File: src/rtl/instr_sequencer.sv
// instr_sequencer: program-driven instruction source for datapath.
// Fetches 16-bit words from a synchronous instruction memory (one-cycle read
// latency), issues one per cycle on opCode, and drives NOP_WORD when idle or
// halted. Also registers the datapath flags and derives cin from them.
// Optional feature macro: SEQ_ICOUNT_EN (compiles in the issued-instruction
// counter; when undefined instr_count is tied to zero).
module instr_sequencer #(
  parameter int                    ADDR_WIDTH = 8,
  parameter logic [ADDR_WIDTH-1:0] START_ADDR = '0,
  parameter logic [15:0]           HALT_WORD  = 16'h0000,
  parameter logic [15:0]           NOP_WORD   = 16'h0000
) (
  input  logic                  clk,
  input  logic                  reset,
  input  logic                  run,
  output logic                  imem_rd,
  output logic [ADDR_WIDTH-1:0] imem_addr,
  input  logic [15:0]           imem_rdata,
  input  logic [4:0]            flags_in,
  output logic [15:0]           opCode,
  output logic [4:0]            flags,
  output logic                  cin,
  output logic [ADDR_WIDTH-1:0] pc,
  output logic                  halted,
  output logic [15:0]           instr_count
);

  typedef enum logic [1:0] {
    S_IDLE = 2'd0,
    S_RUN  = 2'd1,
    S_HALT = 2'd2
  } state_t;

  state_t                state_q, state_d;
  logic [ADDR_WIDTH-1:0] pc_q, pc_d;
  logic                  rd_pending_q, rd_pending_d;
  logic [15:0]           opcode_q, opcode_d;
  logic [4:0]            flags_q, flags_d;
  logic                  fetch;
  logic                  halt_hit;

  // Fetch strobe follows run directly so the first read leaves in the same
  // cycle run rises; it is forced low while reset is held so the memory sees
  // no read during reset even with run high.
  assign fetch    = run && !reset && (state_q != S_HALT);
  // A read issued last cycle has returned the halt word this cycle.
  assign halt_hit = rd_pending_q && (imem_rdata == HALT_WORD);

  // Next-state, PC advance, issue and flag capture.
  always_comb begin
    state_d      = state_q;
    pc_d         = pc_q;
    rd_pending_d = fetch;
    opcode_d     = NOP_WORD;
    flags_d      = flags_in;

    case (state_q)
      S_IDLE:  if (run) state_d = S_RUN;
      S_RUN:   if (!run) state_d = S_IDLE;
      S_HALT:  state_d = S_HALT;
      default: state_d = S_IDLE;
    endcase

    if (fetch) begin
      pc_d = pc_q + ADDR_WIDTH'(1);
    end

    if (halt_hit) begin
      // The read issued alongside the halt word is dropped; pc keeps its
      // advanced value.
      state_d      = S_HALT;
      rd_pending_d = 1'b0;
    end else if (rd_pending_q) begin
      opcode_d = imem_rdata;
    end
  end

  // State, PC, pending-read, issue and flag registers.
  always_ff @(posedge clk or posedge reset) begin
    if (reset) begin
      state_q      <= S_IDLE;
      pc_q         <= START_ADDR;
      rd_pending_q <= 1'b0;
      opcode_q     <= NOP_WORD;
      flags_q      <= 5'b00000;
    end else begin
      state_q      <= state_d;
      pc_q         <= pc_d;
      rd_pending_q <= rd_pending_d;
      opcode_q     <= opcode_d;
      flags_q      <= flags_d;
    end
  end

`ifdef SEQ_ICOUNT_EN
  logic [15:0] icount_q, icount_d;

  // Saturating count of words actually issued on opCode.
  always_comb begin
    icount_d = icount_q;
    if (rd_pending_q && !halt_hit && (icount_q != 16'hFFFF)) begin
      icount_d = icount_q + 16'd1;
    end
  end

  // Issued-instruction counter register.
  always_ff @(posedge clk or posedge reset) begin
    if (reset) begin
      icount_q <= 16'h0000;
    end else begin
      icount_q <= icount_d;
    end
  end

  assign instr_count = icount_q;
`else
  assign instr_count = 16'h0000;
`endif

  assign imem_rd   = fetch;
  assign imem_addr = pc_q;
  assign pc        = pc_q;
  assign opCode    = opcode_q;
  assign flags     = flags_q;
  assign cin       = flags_q[3];
  assign halted    = (state_q == S_HALT);

endmodule

File: config.mk
export PLATFORM = sky130hd
export DESIGN_NAME = instr_sequencer
export DESIGN_NICKNAME = d
export VERILOG_FILES = /design/src/rtl/instr_sequencer.sv
export SDC_FILE = /design/constraint.sdc
export NUM_CORES = 1
export LEC_CHECK = 0
export CAP_MARGIN = 5
export CORE_ASPECT_RATIO = 1.25
export CORE_MARGIN = 2
export CORE_UTILIZATION = 35
export DETAILED_ROUTE_END_ITERATION = 8
export PLACE_DENSITY = 0.74
export SLEW_MARGIN = 25
export SYNTH_ARGS = -nofsm -noshare
export SYNTH_HDL_FRONTEND = slang
export SYNTH_SLANG_ARGS = --single-unit
File: constraint.sdc
create_clock -name clk -period 3.7 [get_ports clk]
set_clock_uncertainty 0.05 [all_clocks]
set_input_delay 1.11 -clock clk [delete_from_list [all_inputs] [get_ports clk]]
set_output_delay 1.11 -clock clk [all_outputs]
set_load 0.02 [all_outputs]
==> metrics.cfg <==
[outcome]
status = completed

[critical_path]
cp.required_ps = 2540
cp_num_buf_inv = 2
crit_arrival_ps = 2420
cp_slowest_cell = clkdlybuf4s50_1
endpoint_kind = primary output
path_cells = clkdlybuf4s50_1 > nand2b_4 > nor2_4 > clkdlybuf4s50_1
critPathMostFrequentCell = clkdlybuf4s50_1
worstSetupPathType = input pin to primary output
crit_path_max_incr_delay_ps = 610
path_delay_family = buffers and inverters
worst-path-max-fanout = 2
start_kind = input pin

[clock_tree]
clk-insertion-delay-late_ps = 280
hold_buffers = 0
cts_tree = built
post_cts_resized = 0
root_buffer = clkbuf_8
cts.clk_slew.worst_paths_ps = 60
cts_max_level = 2
cts_buffer_depth = 2
cts_setup_buffers = 0
numCtsBuffers = 5
clock_sinks = 32

[synth]
synth_adder_area_share_pct = 0.898
synth.area.top_cells = dfrtp_1, buf_4, and2_1
synth.mux.area_fraction_pct = 0.808
synth_cell_types = 28
syn_avg_cell_area_um2 = 12.7
synth_top_family_by_area = simple AND/OR/NAND/NOR gates
ys_seq_area_share_pct = 57.5
synth.ff_latch_count = 32
synth_area_mm2 = 0.00139
yosysWarningCount = 0
async_flop_share_pct = 100
synth-simple-area-share_pct = 19.9
synthDominantCellAreaShare_pct = 57.5
synth_common_cells = dfrtp_1, buf_4, and2_1
synth-main-ff-cell = dfrtp_1
synth_compound_area_share_pct = 1.44
yosys.area_share.xor_xnor_pct = 4.40
yosys.area.top_type = dfrtp_1
yosys.cell_count.top_type = dfrtp_1
synth_edf_count = 0
synth_cells = 110

[detailed_routing]
first_pass_iters = 4
post_drt_wl_per_cell_um = 12.2
route.detailed.drc = 0
antenna_left = 0
drt-vias-per-instance = 4.29
drt_iter0_markers = 40
wl_um = 2750
vias = 969

[min_path]
hold_path_class = register to register

[pwr]
power.density_mw_per_mm2 = 534
power_mw = 1.10
p_int_mw = 0.735
swShare_pct = 33.1
p_leak_nw = 0.919
power_frac_clock_pct = 24.3
p_sw_mw = 0.363
ir_drop_mv = 0.190
comb_power_share_pct = 34.5
p_seq_share_pct = 41.3

[timing]
drv_slew = 0
max_freq_mhz = 279
setup_violations = 0
period_needed_ps = 3580
rsz0062_at_grt = false
setup_tns_ps = 0
hold_violations = 0
finalCritPeriodShare_pct = 96.7

[die]
die_area_mm2 = 0.00451
ioPinCount = 80
coreArea_mm2 = 0.00382
die_w_um = 60.4
start_util_pct = 36.5
num_rows = 25
die_h_um = 74.6

[placement]
io_buffers = 63
dp_hpwl_um = 2240
place.gp.congestion = 0.737

[global_route]
grt_antenna_before_repair = 0
grt_max_degree = 22
grt_pass1_vias = 1001
overflow = 0
grt_pass1_wl_um = 4370
track_usage_pct = 13.4

[run]
max_cap_violations = 0

[final_layout]
drive_gt1_share_pct = 9.88
area_delta_synth_final_pct = 47.7
utilization_pct = 53.9
diodes = 0
nets = 196

[power groups by stage]
stage | clock network (mW) | registers (mW) | logic (mW)
2_1_floorplan | 0 | 0.504 | 0.188
3_3_place_gp | 0 | 0.455 | 0.374
3_5_place_dp | 0 | 0.461 | 0.383
4_1_cts | 0.277 | 0.454 | 0.384
5_1_grt | 0.293 | 0.462 | 0.406
6_report | 0.266 | 0.453 | 0.379
[layer usage]
layer  vias to the layer above  wire length, um  GRT usage [%]
met5                         -                0              0
li1                        441                -              -
met1                       470              887           12.2
met2                        54             1520           25.7
met3                         4              301           5.91
met4                         0               35           4.35
[registers in the layout (all words and copies together), names as in the netlist]
register      count
flags             5
opCode           16
imem_addr         8
state_q           2
rd_pending_q      1
[final cells by class]
class / instances / area (um^2)
fillers: 350 / 1760
flip-flops and latches: 32 / 801
repair buffers: 66 / 653
multi-input cells: 65 / 443
clock buffers: 8 / 90.1
well taps: 54 / 67.6
inverters: 1 / 3.75
[final timing paths]
check | from | endpoint | slack, ps | cells after the start
hold / removal | imem_addr[7] | imem_addr[7] | 450 | 1
setup reg to reg | state_q[0] | imem_addr[1] | 2310 | 4
setup / recovery | run | imem_rd | 120 | 4
min in group asynchronous | reset | imem_addr[4] | 1120 | 2
max in group asynchronous | reset | flags[4] | 1850 | 3
hold reg to reg | imem_addr[7] | imem_addr[7] | 450 | 1
[placed cells by master (no fill, tap or decap), drive strengths merged, types with 2 or more instances in the layout]
cell and count:
buf 3, dfrtp 32, nor3 2, nor4b 2, nor4 5, nand2b 2, clkbuf 8, conb 16
xor2 7, nor2 2, clkdlybuf4s50 63, nand2 2, nand3 2, and2 16
[worst register-to-register path, stage by stage (launching register included)]
cell	delay, ps
dfrtp_1	390
nor2b_4	290
nor2_4	80
buf_4	150
mux2_1	310
[cells by family after synthesis]
kind of cell / after synthesis
DFF: 32
other: 1
muxes: 1
xor gates and xnor gates: 7
AOI/OAI and AO/OA: 3
and+or+nand+nor: 37
adders and majority gates: 1
buffers and inverters: 28
[metrics by stage]
| stage | hold WS (ps) | setup WS (ps) | std cells | area [um^2] |
|---|---|---|---|---|
| after detailed placement | 443 | 119 | 218 | 1970 |
| final | 449 | 121 | 226 | 2060 |
| after global routing | 459 | 62.8 | 226 | 2060 |
| after CTS | 451 | 109 | 226 | 2060 |
| after global placement | 428 | 126 | 218 | 1970 |
| after floorplan | 429 | 1070 | 125 | 1450 |
Power figures use the tool's default switching activity.
